$ cat config.mk
export PLATFORM = sky130hd
export DESIGN_NAME = lza_lzc_pipe
export DESIGN_NICKNAME = d
export VERILOG_FILES = /design/src/rtl/lza_pkg.sv /design/src/rtl/lzc_group.sv /design/src/rtl/lza_lzc_pipe.sv
export SDC_FILE = /design/constraint.sdc
export NUM_CORES = 1
export LEC_CHECK = 0
export CORE_MARGIN = 1.5
export CORE_UTILIZATION = 42
export CTS_CLUSTER_DIAMETER = 50
export DETAILED_ROUTE_END_ITERATION = 16
export PLACE_DENSITY = 0.78
export SLEW_MARGIN = 20
export SYNTH_ARGS = -nofsm -noshare
export SYNTH_HDL_FRONTEND = slang
export SYNTH_SLANG_ARGS = --single-unit
$ cat constraint.sdc
create_clock -name clk -period 1.6 [get_ports clk]
set_input_delay 0.32 -clock clk [delete_from_list [all_inputs] [get_ports clk]]
set_output_delay 0.32 -clock clk [all_outputs]
set_load 0.02 [all_outputs]
$ cat src/rtl/lza_pkg.sv
// Shared LZA constants, count-width helper and the stage-1 payload type.
package lza_pkg;

  localparam int unsigned LZA_DATA_WIDTH = 8;
  localparam int unsigned LZA_GROUP_W    = 4;
  localparam int unsigned LZA_NG         = LZA_DATA_WIDTH / LZA_GROUP_W;
  localparam int unsigned LZA_LZG_W      = $clog2(LZA_GROUP_W);

  // Width that can hold 0..width inclusive, so an all-zero string still fits.
  function automatic int unsigned cnt_width(input int unsigned width);
    return $clog2(width + 1);
  endfunction

  localparam int unsigned LZA_CNT_W = cnt_width(LZA_DATA_WIDTH);

  typedef struct packed {
    logic [LZA_NG-1:0]                nz;
    logic [LZA_NG-1:0][LZA_LZG_W-1:0] lzg;
  } s1_payload_t;

endpackage

$ cat src/rtl/lzc_group.sv
// Combinational leading-zero counter for one group of the indicator string.
module lzc_group #(
  parameter int unsigned GROUP_W = 4
) (
  input  logic [GROUP_W-1:0]         bits,
  output logic                       nz,
  output logic [$clog2(GROUP_W)-1:0] lzg
);

  logic found;

  assign nz = |bits;

  // lzg is zero for an all-zero group; stage 2 never selects such a group.
  always_comb begin
    lzg   = '0;
    found = 1'b0;
    for (int i = GROUP_W - 1; i >= 0; i--) begin
      if (!found && bits[i]) begin
        lzg   = $clog2(GROUP_W)'(GROUP_W - 1 - i);
        found = 1'b1;
      end
    end
  end

endmodule

$ cat src/rtl/lza_lzc_pipe.sv
// Two-stage leading-zero counter over the LZA indicator string with valid/ready
// flow control: stage 1 registers per-group results, stage 2 the final count.
module lza_lzc_pipe
  import lza_pkg::*;
#(
  parameter int unsigned  DATA_WIDTH = LZA_DATA_WIDTH,
  parameter int unsigned  GROUP_W    = LZA_GROUP_W,
  localparam int unsigned CNT_W      = cnt_width(DATA_WIDTH)
) (
  input  logic                  clk,
  input  logic                  rst_n,
  input  logic                  flush,
  input  logic                  in_valid,
  output logic                  in_ready,
  input  logic [DATA_WIDTH-1:0] string_f,
  output logic                  out_valid,
  input  logic                  out_ready,
  output logic [CNT_W-1:0]      lz_count,
  output logic                  all_zero
);

  localparam int unsigned NG    = DATA_WIDTH / GROUP_W;
  localparam int unsigned LZG_W = $clog2(GROUP_W);

  logic [NG-1:0]            grp_nz;
  logic [NG-1:0][LZG_W-1:0] grp_lzg;

  logic                     s1_valid_q;
  logic [NG-1:0]            s1_nz_q;
  logic [NG-1:0][LZG_W-1:0] s1_lzg_q;

  logic                     out_valid_q;
  logic [CNT_W-1:0]         lz_count_q;
  logic                     all_zero_q;

  logic                     s2_ready;
  logic                     s1_load;
  logic                     s2_load;
  logic [CNT_W-1:0]         cnt_d;
  logic                     all_zero_d;

  // Group 0 is the most significant group.
  for (genvar g = 0; g < NG; g++) begin : g_grp
    lzc_group #(
      .GROUP_W(GROUP_W)
    ) u_grp (
      .bits(string_f[DATA_WIDTH-1-g*GROUP_W -: GROUP_W]),
      .nz  (grp_nz[g]),
      .lzg (grp_lzg[g])
    );
  end

  assign s2_ready = !out_valid_q || out_ready;
  assign in_ready = !s1_valid_q || s2_ready;
  assign s1_load  = in_valid && in_ready;
  assign s2_load  = s1_valid_q && s2_ready;

  // Scan from the LSB group upward so the most significant set group wins.
  always_comb begin
    cnt_d      = CNT_W'(DATA_WIDTH);
    all_zero_d = 1'b1;
    for (int g = NG - 1; g >= 0; g--) begin
      if (s1_nz_q[g]) begin
        cnt_d      = CNT_W'(g * GROUP_W) + CNT_W'(s1_lzg_q[g]);
        all_zero_d = 1'b0;
      end
    end
  end

  always_ff @(posedge clk or negedge rst_n) begin
    if (!rst_n) begin
      s1_valid_q  <= 1'b0;
      s1_nz_q     <= '0;
      s1_lzg_q    <= '0;
      out_valid_q <= 1'b0;
      lz_count_q  <= '0;
      all_zero_q  <= 1'b0;
    end else begin
      if (flush) begin
        s1_valid_q  <= 1'b0;
        out_valid_q <= 1'b0;
      end else begin
        if (in_ready) s1_valid_q  <= in_valid;
        if (s2_ready) out_valid_q <= s1_valid_q;
      end
      if (s1_load) begin
        s1_nz_q  <= grp_nz;
        s1_lzg_q <= grp_lzg;
      end
      if (s2_load) begin
        lz_count_q <= cnt_d;
        all_zero_q <= all_zero_d;
      end
    end
  end

  assign out_valid = out_valid_q;
  assign lz_count  = lz_count_q;
  assign all_zero  = all_zero_q;

endmodule

## Word level (Yosys, flattened, before mapping)

Cells that the tools add are included.

- Register bits: 13
- Input bits: 13
- Output and inout bits: 7
- Word-level logic and storage cells: 50

- $add $sub $neg: 1
- Muxes and demuxes: 20
- Reductions and logical operators: 22

Operators with widths:

| operator | count |
|---|---|
| 1-bit 2-to-1 mux | 14 |
| 1-bit logical AND | 8 |
| 1-bit logical NOT | 8 |
| 2-bit 2-to-1 mux | 4 |
| 4-bit 2-to-1 mux | 2 |
| 4-bit OR reduction | 2 |
| 3-bit by 2-bit adder with 4-bit output (first input constant) | 1 |
| 2-bit nonzero test | 2 |
| 1-bit logical OR | 2 |

## Logic depth before layout (Yosys ltp)

Gate-level depths: netlist of run 1.

- Depth in word-level cells: 10
- Gate-level depth with buffers: 3
- Depth with buffers taken out: 3

## Cells and area by module

A second synthesis of run 1 with hierarchy kept.

- Cells, all modules: 50
- Area, all modules: 605.6 um^2

By module, submodules not included:

| module | instances | cells each | area an instance (um^2) | sequential area each (um^2) |
|---|---|---|---|---|
| lza_lzc_pipe | 1 | 36 | 535.5 | 300.3 |
| lzc_group | 2 | 7 | 35.0 | 0.0 |

## Worst setup path before layout of run 1

Ideal clock, no wire load.

- Kind: register to register
- Start: reg out_valid_q (netlist: out_valid)
- End: reg s1_lzg_q[0] (netlist bit)
- Library setup time: 125 ps
- Arrival: 1140 ps
- Required time: 1475 ps
- Setup slack: 335 ps
- Cell stages (with the launch flop): 4
- Buffers on the path: 0
- Clock period less this slack: 1265 ps
- Cells stage by stage: dfrtp_1 -> nand3b_4 -> nand2_4 -> mux2_4

- Word-level cells in the longest chain between the ends: 4

RTL lines:

| what | line | source |
|---|---|---|
| start, declared | lza_lzc_pipe.sv:32 | `logic out_valid_q;` |
| start signal, assigned | lza_lzc_pipe.sv:84 | `if (s2_ready) out_valid_q <= s1_valid_q;` |
| 1-bit logical NOT | lza_lzc_pipe.sv:53 | `assign s2_ready = !out_valid_q \|\| out_ready;` |
| 1-bit logical OR | lza_lzc_pipe.sv:53 |  |
| 1-bit logical OR | lza_lzc_pipe.sv:54 | `assign in_ready = !s1_valid_q \|\| s2_ready;` |
| net in_ready | lza_lzc_pipe.sv:14 | `output logic in_ready,` |
| 1-bit logical AND | lza_lzc_pipe.sv:55 | `assign s1_load = in_valid && in_ready;` |
| end signal, assigned | lza_lzc_pipe.sv:88 | `s1_lzg_q <= grp_lzg;` |
| end, declared | lza_lzc_pipe.sv:30 | `logic [NG-1:0][LZG_W-1:0] s1_lzg_q;` |

The timed path passes the listed nets, and every way through them passes these cells.
A chain may end at the register's enable or synchronous reset.

## Worst setup path after layout of run 1

- Start: in out_ready
- End: out in_ready

- Word-level cells in the longest chain between the ends: 2

RTL lines:

| what | line | source |
|---|---|---|
| start, declared | lza_lzc_pipe.sv:17 | `input logic out_ready,` |
| 1-bit logical OR | lza_lzc_pipe.sv:53 |  |
| 1-bit logical OR | lza_lzc_pipe.sv:54 |  |
| end, declared | lza_lzc_pipe.sv:14 |  |

Every way passes these cells.

==> results.sh, run 1 <==
export IMPL_status="finished clean"
export IMPL_yosysSeqAreaShare=0.511
export IMPL_finalCritPeriodShare=0.974
export IMPL_comb_power_share=0.224
export IMPL_crit_fanout=2
export IMPL_synth_nets=63
export IMPL_cts_tree="done"
export IMPL_ir_drop_v=0.000388
export IMPL_critPathKind="input port to primary output"
export IMPL_switching_share=0.241
export IMPL_finalSetupViolCount=0
export IMPL_n_fill_cell=116
export IMPL_chipWidth_um=40.4
export IMPL_place_gp_congestion=0.677
export IMPL_start_util=0.452
export IMPL_grt_util_all_layers=0.167
export IMPL_n_antenna_cell=0
export IMPL_r2r_start="out_valid$_DFFE_PN0P_"
export IMPL_cts_inserted_buffers=3
export IMPL_ys_warnings_count=0
export IMPL_startpoint="out_ready"
export IMPL_finalHoldViolCount=0
export IMPL_io_buffer_count=19
export IMPL_cp_arrival_ns=1.24
export IMPL_drt_wl_total_um=977
export IMPL_final_net_count=89
export IMPL_slowest_stage="clkdlybuf4s50_1"
export IMPL_required_ns=1.28
export IMPL_core_area_sq_um=1300
export IMPL_leakage_uw=0.000418
export IMPL_grt_max_degree=13
export IMPL_post_drt_wl_per_cell_um=11.0
export IMPL_hpwl_um=834
export IMPL_fin_worst_skew_ns=0.00142
export IMPL_drc=0
export IMPL_grt_pass1_vias=400
export IMPL_drive_gt1_frac=0.243
export IMPL_syn_area_sq_um=588
export IMPL_crit_buf_inv=2
export IMPL_syn2layout_area_growth_pct=42.1
export IMPL_io_pins=20
export IMPL_worstMarginPinSlew_ns=0.504
export IMPL_end_kind="primary output"
export IMPL_power_density_nw_per_um2=799
export IMPL_start_kind="input port"
export IMPL_p_int_uw=507
export IMPL_post_synth_cell_area_avg_sq_um=11.8
export IMPL_num_vias=430
export IMPL_routed_via_density=4.83
export IMPL_grt_ovfl_total=0
export IMPL_ys_types=16
export IMPL_cts_setup_buffers=0
export IMPL_clk_latency_ns=0.26
export IMPL_clkPwrFrac=0.256
export IMPL_fin_ws_ns=0.0424
export IMPL_rsz0062_at_grt="no"
export IMPL_antenna_found_initial=0
export IMPL_maxCapViolCount=0
export IMPL_die_area_sq_um=1630
export IMPL_timing_final_crit_period_ns=1.56
export IMPL_seq_power_share=0.520
export IMPL_drtIter0Drc=3
export IMPL_cts_sinks=12
export IMPL_fp_row_count=13
export IMPL_slowest_delay_ns=0.48
export IMPL_cts_root_buf="clkbuf_4"
export IMPL_critPathTopFamily="buffers and inverters"
export IMPL_postRouteAntennaNets=0
export IMPL_ys_seq_elements=12
export IMPL_cts_htree_levels=1
export IMPL_setup_tns_ns=0
export IMPL_synthCells=50
export IMPL_drv_slew=0
export IMPL_hold_class="input port to asynchronous set/reset pin"
export IMPL_crit_chain="clkdlybuf4s50_1 -> nand3b_4 -> clkdlybuf4s15_1"
export IMPL_clk_pin_slew_worst_paths_ns=0.07
export IMPL_post_place_ws_ns=-0.260
export IMPL_clockBufferDepth=2
export IMPL_first_pass_iters=4
export IMPL_fmax_mhz=642
export IMPL_maxSlewHeadroom=0.663
export IMPL_grt_pass1_wl_mm=1.64
export IMPL_dieHeight_um=40.4
export IMPL_switchingPower_uw=161
## through the flow
step | power, uW | util | hold slack [ns] | cell area (sq um) | std cells
2_1_floorplan | 423 | - | 0.0244 | 588 | 50
3_3_place_gp | 501 | 0.624 | 0.486 | 812 | 86
3_5_place_dp | 506 | 0.624 | 0.499 | 812 | 86
4_1_cts | 675 | 0.639 | 0.407 | 832 | 89
5_1_grt | 704 | 0.642 | 0.447 | 836 | 89
6_report | 668 | 0.642 | 0.397 | 836 | 89
## metal layers
metal | part of all wire | vias up | global-route usage
li1 | - | 226 | -
met1 | 0.44 | 187 | 0.185
met2 | 0.49 | 15 | 0.254
met3 | 0.045 | 2 | 0.0500
met4 | 0.019 | 0 | 0.150
met5 | 0 | - | 0
## flip-flops by register name (all words and copies together), names as in the netlist
signal      count
s1_valid_q      1
out_valid       1
s1_nz_q         2
lz_count        4
s1_lzg_q        4
## cells in the final DEF, fill, tap and decap left out
cell	count
clkdlybuf4s50_1	16
mux2_4	4
a21oi_1	6
nand2b_1	2
inv_2	1
nor2b_1	1
nor3_1	2
nand3b_4	1
a41oi_1	2
dfrtp_1	12
o21ai_2	1
a22o_1	2
dlymetal6s2s_1	1
dlygate4sd2_1	1
clkdlybuf4s15_1	1
nor2_1	6
clkbuf_4	3
buf_4	3
nand2_4	1
inv_1	4
mux2_2	4
## cell families (layout without fill, tap and decap cells)
| group | Yosys count | count (layout) | share of synthesized area |
|---|---|---|---|
| buf+inv | 6 | 30 | 0.0447 |
| mux | 8 | 8 | 0.179 |
| compound gates | 11 | 11 | 0.126 |
| simple gates | 13 | 13 | 0.140 |
| flops | 12 | 12 | 0.511 |
## cells in the mapped netlist
cell type  instances  area share
mux2_2             4       0.077
nor2_1             6       0.038
nor2b_1            1       0.011
nor3_1             2       0.017
a41oi_1            2       0.030
a22o_1             2       0.030
inv_2              1      0.0064
o21ai_2            1       0.015
inv_1              4       0.026
mux2_4             4        0.10
nand2_4            1       0.019
dfrtp_1           12        0.51
nand2b_1           2       0.021
nand3b_4           1       0.034
buf_4              1       0.013
a21oi_1            6       0.051
## cell type report
type,count,area [sq um],share of cell area
clock buffers,3,22.5,0.0269
inverters,5,18.8,0.0225
multi-input cells,32,262,0.313
flip-flops and latches,12,300,0.359
well taps,15,18.8,0.0225
repair buffers,22,214,0.256
## what timing repair did
action                     4_1_cts  5_1_grt
resized for setup                2        2
hold buffers                     0        0
setup endpoints to repair        2        3
## worst register-to-register path, delay by kind of cell (launching register included)
family,cells,cell delay (ns)
flops,1,0.44
mux,1,0.30
simple gates,2,0.20
buf+inv,1,0.17
## path summary, 6_finish.rpt
path                       slack [ns]  cells past startpoint                       to
max reg2reg                      0.38                      4  s1_lzg_q[2]$_DFFE_PN0P_
max                              0.04                      3                 in_ready
min                              0.40                      1  s1_lzg_q[1]$_DFFE_PN0P_
max in group asynchronous        0.87                      1  lz_count[3]$_DFFE_PN0P_
min in group clk                 0.51                      1  lz_count[0]$_DFFE_PN0P_
min reg2reg                      0.51                      1  lz_count[0]$_DFFE_PN0P_
## power by group through the flow
stage / Combinational, uW / Clock [uW] / Sequential (uW)
after CTS: 152 / 175 / 348
after global placement: 149 / 0 / 352
after detailed placement: 152 / 0 / 354
after floorplan: 57.1 / 0 / 366
final: 150 / 171 / 347
after global routing: 164 / 189 / 350
Power figures use the tool's default switching activity.
==> inputs of run 2 (changes only) <==
CORE_UTILIZATION = 30   (was 42)
PLACE_DENSITY = default   (was 0.78)
PLACE_DENSITY_LB_ADDON = 0.1   (was default)
==> run 2 against run 1 <==
  * Die area up 37%
  * Maximum frequency down 0.22%
  * Combinational power about the same
  * Clock power up 5%
  * Wire length up 5.5%
  * Hold slack worse by 0.0054 ns
  * Worst setup slack worse by 0.0034 ns
  * Utilization down 17 points
  * Via count up 2.3%
  * Sequential power about the same
  * Critical endpoint unchanged
  * Highest routed layer unchanged
==> results.sh, run 2 (synthesis gave the netlist of run 1 again) <==
export IMPL_slowest_delay_ns=0.48
export IMPL_grt_ovfl_total=0
export IMPL_required_ns=1.28
export IMPL_n_fill_cell=181
export IMPL_leakage_uw=0.000418
export IMPL_multi_input_area_sq_um=262
export IMPL_core_area_sq_um=1780
export IMPL_status="finished clean"
export IMPL_crit_chain="clkdlybuf4s50_1 -> nand3b_4 -> clkdlybuf4s15_1"
export IMPL_post_drt_wl_per_cell_um=10.4
export IMPL_dieHeight_um=47.3
export IMPL_cts_inserted_buffers=3
export IMPL_finalSetupViolCount=0
export IMPL_cts_root_buf="clkbuf_4"
export IMPL_finish_utilization=0.476
export IMPL_clockBufferDepth=2
export IMPL_start_util=0.330
export IMPL_cts_setup_buffers=0
export IMPL_syn2layout_area_growth_pct=44.3
export IMPL_routed_via_density=4.44
export IMPL_dp_cells=96
export IMPL_cts_sinks=12
export IMPL_ctsHoldBuffers=0
export IMPL_postRouteAntennaNets=0
export IMPL_p_int_uw=507
export IMPL_switchingPower_uw=170
export IMPL_switching_share=0.252
export IMPL_hpwl_um=832
export IMPL_drt_wl_total_mm=1.03
export IMPL_most_common_layout_cells="16 x clkdlybuf4s50_1, 12 x dfrtp_1, 6 x a21oi_1, 6 x nor2_1"
export IMPL_start_kind="input port"
export IMPL_place_gp_congestion=0.700
export IMPL_r2r_slack_ns=0.37
export IMPL_grt_util_all_layers=0.109
export IMPL_rsz0062_at_grt="no"
export IMPL_io_buffer_count=19
export IMPL_n_antenna_cell=0
export IMPL_chipWidth_um=47.3
export IMPL_worstMarginPinSlew_ns=0.522
export IMPL_slowest_stage="clkdlybuf4s50_1"
export IMPL_first_pass_iters=3
export IMPL_cts_htree_levels=1
export IMPL_antenna_found_initial=0
export IMPL_timing_final_crit_period_ns=1.56
export IMPL_drc=0
export IMPL_maxSlewHeadroom=0.651
export IMPL_finalCritPeriodShare=0.976
export IMPL_r2r_start="out_valid$_DFFE_PN0P_"
export IMPL_final_common_cell="clkdlybuf4s50_1"
export IMPL_final_net_count=89
export IMPL_fin_area_sq_um=848
export IMPL_cts_tree="done"
export IMPL_grt_max_degree=13
export IMPL_maxCapViolCount=0
export IMPL_total_power_uw=678
export IMPL_power_density_nw_per_um2=799
export IMPL_fp_row_count=15
export IMPL_critPathKind="input port to primary output"
export IMPL_seq_area_sq_um=300
export IMPL_clkPwrFrac=0.266
export IMPL_seq_power_share=0.513
export IMPL_num_vias=440
export IMPL_grt_pass1_wl_mm=1.60
export IMPL_io_pins=20
export IMPL_grt_pass1_vias=381
export IMPL_placed_area_sq_um=825
export IMPL_drtIter0Drc=3
export IMPL_clk_latency_ns=0.27
export IMPL_setup_tns_ns=0
export IMPL_finalHoldViolCount=0
export IMPL_r2r_worst_path_cells=4
export IMPL_stdcell_count=99
export IMPL_cp_arrival_ns=1.24
export IMPL_ir_drop_v=0.000309
export IMPL_fin_worst_skew_ns=0.00176
export IMPL_comb_power_share=0.221
export IMPL_die_area_sq_um=2230
export IMPL_drive_gt1_frac=0.243
export IMPL_end_kind="primary output"
export IMPL_fmax_mhz=641
export IMPL_clk_pin_slew_worst_paths_ns=0.07
export IMPL_hold_class="input port to asynchronous set/reset pin"
export IMPL_crit_fanout=2
export IMPL_r2r_end="s1_lzg_q[2]$_DFFE_PN0P_"
export IMPL_drv_slew=0
[run 2: cell counts in the layout (fill, tap and decap cells not counted)]
Identical to the previous run, type by type.
[run 2: power groups by stage]
stage,Clock (uW),Sequential [uW],Combinational (uW)
finish,180,348,150
global route,199,350,162
CTS,188,348,152
detailed placement,0,354,153
global placement,0,353,151
floorplan,0,366,57.1
[run 2: through the flow]
stage	setup WS, ns	hold slack (ns)
6_report	0.0390	0.391
5_1_grt	0.00883	0.441
4_1_cts	0.00481	0.404
3_5_place_dp	-0.257	0.499
3_3_place_gp	-0.272	0.490
2_1_floorplan	0.335	0.0244
[run 2: worst max-delay path: cells and delay by family]
kind / cells / cell delay (ns)
buffers and inverters: 2 / 0.78
and+or+nand+nor: 1 / 0.14
[run 2: metal layers]
metal  part of all wire  global-route usage
met5                  0                   0
met2               0.40               0.154
met4              0.023              0.0667
met1               0.51               0.144
met3              0.071              0.0346
[run 2: what timing repair did]
action	in CTS	in global routing
hold endpoints to repair	0	0
resized for setup	2	2
setup endpoints to repair	2	2
[run 2: area by class of cell]
cell class                 instances  share of cell area
clock buffer                       3              0.0265
inverter                           5              0.0221
multi-input combinational         32               0.308
sequential                        12               0.354
tap                               25              0.0369
timing repair buffer              22               0.252
[run 2: worst max path at each step]
stage,start,endpoint,slack (ns),depth (start not counted)
after global placement,out_ready,in_ready,-0.27,3
after CTS,out_ready,in_ready,0.005,3
after floorplan,out_valid$_DFFE_PN0P_,s1_lzg_q[0]$_DFFE_PN0P_,0.33,3
final,out_ready,in_ready,0.04,3
after detailed placement,out_ready,in_ready,-0.26,3
after global routing,lz_count[3]$_DFFE_PN0P_,lz_count[3],0.009,1
==> edit 1: new RTL, flow settings as in run 1 <==
Put one more register stage on the output `lz_count`, with the module's reset. The value now appears one clock later. The other outputs are not delayed to match.
--- a/src/rtl/lza_lzc_pipe.sv
+++ b/src/rtl/lza_lzc_pipe.sv
@@ -95,7 +95,13 @@
   end
 
   assign out_valid = out_valid_q;
-  assign lz_count  = lz_count_q;
+  always_ff @(posedge clk or negedge rst_n) begin
+    if (!rst_n) begin
+      lz_count <= '0;
+    end else begin
+      lz_count <= lz_count_q;
+    end
+  end
   assign all_zero  = all_zero_q;
 
 endmodule
Formal check against the unedited RTL: not equivalent (Yosys sat finds a counterexample within 4 cycles, from zero or initial values and one cycle with rst_n low).
==> edit 1 against run 1 <==
Power rose by 30%. Highest routed layer unchanged. Via count is 12% higher. Critical path depth is the same. Synthesized cell count increased by 6.0%. First-iteration DRC count unchanged. Setup slack got worse by 3.8 ps. Synthesized area grew 16%. Routed wire length grew 13%. Die area is 15% higher. Cell area increased by 15%. Sequential cell count increased by 4. Non-clock buffer count grew 1.
==> edit 1: results (changes against run 1) <==
| Metric | Value |
|---|---|
| Largest cells by area after synthesis | dfrtp_1 59%, mux2_4 8.8%, mux2_2 6.6% |
| Largest net degree at the start of global routing | 17 (+4) |
| Peak supply drop | 0.4213 mV (+8.6%) |
| Post-synthesis compound-gate area fraction | 10.85% (-1.7 points) |
| Mapped Nets | 66 (+4.8%) |
| Fraction of layout cells with a size suffix above 1 | 25.00% (+0.68 points) |
| Max Fclk | 640.4 MHz (-0.24%) |
| Routed WL | 1104 um (+13%) |
| Distinct cell type count after synthesis | 15 (-1) |
| Worst-Margin Slew | 232.1 ps (-271.5 ps) |
| Drt first pass iters | 3 (-1) |
| First-pass GRT wire length | 1980 um (+21%) |
| Vias per Instance | 5.031 (+4.1%) |
| Number of global-route vias before repair | 513 (+28%) |
| GP Congestion | 0.7173 (+5.9%) |
| Met2 Track Usage GR | 26.57% (+1.2 points) |
| Sequential group power | 0.000462 W (+33%) |
| Commonest cells post-synth | 16 x dfrtp_1, 6 x a21oi_1, 6 x nor2_1 |
| Status | finished, final reports clean |
| Clock slew at reported path FFs | 90 ps (+20 ps) |
| Placed insts | 92 (+7.0%) |
| DP HPWL | 917.7 um (+10%) |
| Post-synthesis mux area share | 15.44% (-2.4 points) |
| Pre-CTS setup slack | -264.6 ps (-4.307 ps) |
| R2R Setup Slk | 400 ps (+20 ps) |
| Placed cell areas | 920.9 sq um (+13%) |
| GR Util met3 | 2.979% (-2.0 points) |
| LEAKAGE | 0.4831 nW (+16%) |
| Filler instances | 128 (+10%) |
| Total GRT Usage | 14.66% (-2.0 points) |
| Fin cells | 96 (+7.9%) |
| WHS | 343.8 ps (-52.74 ps) |
| Cell count after synthesis | 53 (+6.0%) |
| Met1 global-route usage | 14.99% (-3.5 points) |
edit 1: cell count changes in the layout (fill, tap and decap cells not counted), sizes merged:
cell and delta:
buf +1, clkbuf +1, dfrtp +4
edit 1: critical path, cell delays in order:
cell,delay (ps)
clkdlybuf4s50_1,490
nand3b_4,130
clkdlybuf4s15_1,300
edit 1: logic make-up after synthesis:
family | after synthesis
and+or+nand+nor | 13
buffers and inverters | 5
muxes | 8
DFF | 16
AOI/OAI and AO/OA | 11
edit 1: timing repair:
action,4_1_cts,5_1_grt
endpoints found under the setup margin,2,2
resized for setup,2,2
gates cloned,0,0
edit 1: metal layers:
metal | vias up | wire length [um]
met1 | 223 | 439
met4 | 0 | 19
met2 | 17 | 587
li1 | 241 | -
met5 | - | 0
met3 | 2 | 58
edit 1: layout make-up:
cell class	instances	area share (%)
clock buffer	4	3.786
inverter	5	1.958
multi-input combinational	32	27.28
sequential	16	41.78
tap	16	2.089
timing repair buffer	23	23.11
==> edit 2: new RTL, flow settings as in run 1 <==
Without the edit above. Set the package constant `LZA_GROUP_W` to 8 (it was 4).
--- a/src/rtl/lza_pkg.sv
+++ b/src/rtl/lza_pkg.sv
@@ -2,7 +2,7 @@
 package lza_pkg;
 
   localparam int unsigned LZA_DATA_WIDTH = 8;
-  localparam int unsigned LZA_GROUP_W    = 4;
+  localparam int unsigned LZA_GROUP_W    = 8;
   localparam int unsigned LZA_NG         = LZA_DATA_WIDTH / LZA_GROUP_W;
   localparam int unsigned LZA_LZG_W      = $clog2(LZA_GROUP_W);
 
Formal check against the unedited RTL: same outputs for any inputs over 10 cycles, from zero or initial values and one cycle with rst_n low; that may be too few to reach the edited logic, so the function may still have changed.
==> edit 2 against run 1 <==
Power is 11% lower. Non-clock buffer count up 4. Largest cell class unchanged. Highest routed layer unchanged. First-iteration DRC count increased to 3.7 times the old value. Sequential power fell by 17%. Via count rose by 8.4%. Synthesized area shrank 8.9%. Routed wire length is 6.1% higher. Maximum frequency increased by 0.89%. Setup slack improved by 14 ps. Sequential share of layout area shrank 5.0 points. Critical path type unchanged. Sequential cell count down 2. Cell area is 3.1% lower. Clock power fell by 7%.
==> edit 2: results (changes against run 1) <==
| Metric | Value |
|---|---|
| Placed cell areas | 788.3 sq um (-2.9%) |
| Final period util | 96.49% (-0.86 points) |
| Fraction of registers with async set/reset | 100.0% (unchanged) |
| Register area share after synthesis | 46.73% (-4.3 points) |
| Post-synthesis compound-gate area fraction | 18.46% (+5.9 points) |
| Post-synthesis mux area share | 9.579% (-8.3 points) |
| Avg WL per Cell | 11.27 um (+2.7%) |
| First DRT Iteration DRCs | 11 (+8) |
| Largest cells by area after synthesis | dfrtp_1 47%, mux2i_1 7.5%, nor4_2 4.7% |
| Critical path endpoint | in_ready |
| Total number of vias | 466 (+8.4%) |
| Vias per Instance | 5.065 (+4.8%) |
| Slew HR | 70.47% (+4.1 points) |
| Pre-CTS setup slack | -237.7 ps (+22.61 ps) |
| H-tree Lvls | 1 (unchanged) |
| Clock slew at reported path FFs | 60 ps |
| CTS root buffer | clkbuf_4 |
| Filler instances | 93 (-20%) |
| IO Port Bufs | 19 (unchanged) |
| Crit end category | output pin |
| Drt first pass iters | 4 (unchanged) |
| Cell count after synthesis | 50 (unchanged) |
| Clock Skews | 4.634 ps (+3.212 ps) |
| DP HPWL | 841.1 um (+0.91%) |
| NumNets Final | 93 (+4.5%) |
| Worst-path maximum fanout | 2 (unchanged) |
| Area share of fa/ha/maj cells after synthesis | 0% (unchanged) |
| Status | finished, final reports clean |
| YS warnings | 0 (unchanged) |
| Peak supply drop | 0.4923 mV (+27%) |
| GP Congestion | 0.7514 (+11%) |
| Commonest cells post-synth | 10 x dfrtp_1, 6 x inv_1 |
| Post-Synth XOR/XNOR Area | 0% (unchanged) |
| Slowest CP cell | clkdlybuf4s50_1 |
| Worst Setup SP | out_ready |
| Total GRT Usage | 17.71% (+1.0 points) |
| Worst path max stage delay | 480 ps (about the same) |
| Hold WC Path Type | input pin to async pin |
| Distinct cell type count after synthesis | 22 (+6) |
| Placed insts | 89 (+3.5%) |
| Max-slew violations | 0 (unchanged) |
| Largest net degree at the start of global routing | 11 (-2) |
| First-pass GRT wire length | 1718 um (+4.6%) |
| CP arrival | 1220 ps (-20 ps) |
| Fraction of layout cells with a size suffix above 1 | 25.64% (+1.3 points) |
| Number of global-route vias before repair | 396 (-1.0%) |
| WHS | 373.8 ps (-22.74 ps) |
| LEAKAGE | 0.3914 nW (-6.3%) |
## edit 2: worst min-delay path by stage
stage,from,endpoint,cells after the start
after floorplan,rst_n,lz_count[0],0
after global placement,s1_lzg_q[2],s1_lzg_q[2],1
after detailed placement,s1_lzg_q[2],s1_lzg_q[2],1
after CTS,rst_n,lz_count[1],1
after global routing,rst_n,lz_count[3],1
final,rst_n,lz_count[1],1
## edit 2: layer usage
layer / vias up / track usage, % / wire (um)
met1: 212 / 23.49 / 501
li1: 237 / - / -
met3: 2 / 5.202 / 39
met5: - / 0 / 0
met4: 0 / 12.93 / 25
met2: 15 / 23.75 / 470
## edit 2: repair_timing
action                                  4_1_cts  5_1_grt
pin swaps                                     0        0
endpoints found under the hold margin         0        0
gates resized for setup                       2        1
setup buffers                                 0        0
endpoints found under the setup margin        2        1
## edit 2: report_power, final
| part | leakage, nW | switching, W | total [W] | internal, W |
|---|---|---|---|---|
| clock | 0.0138 | 0.0000732 | 0.000159 | 0.0000862 |
| combinational | 0.251 | 0.0000655 | 0.000148 | 0.0000828 |
| sequential | 0.126 | 0.0000134 | 0.000287 | 0.000273 |
| total | 0.391 | 0.000152 | 0.000594 | 0.000442 |
## edit 2: kinds of logic after synthesis
logic type | Yosys count
simple gates | 15
compound gates | 11
flops | 10
buf+inv | 9
mux | 5
## edit 2: worst register-to-register path, stage by stage, from the launching register on
cell and delay (ps):
dfrtp_1 430, nand3b_4 90, buf_4 160, nand2_1 90
mux2_2 330
## edit 2: final cells by class
cell class | instances | area [sq um] | share of cell area, %
inverters | 8 | 30.03 | 3.709
well taps | 14 | 17.52 | 2.164
flip-flops and latches | 10 | 250.2 | 30.91
repair buffers | 26 | 241.5 | 29.83
multi-input cells | 31 | 247.7 | 30.60
clock buffers | 3 | 22.52 | 2.782
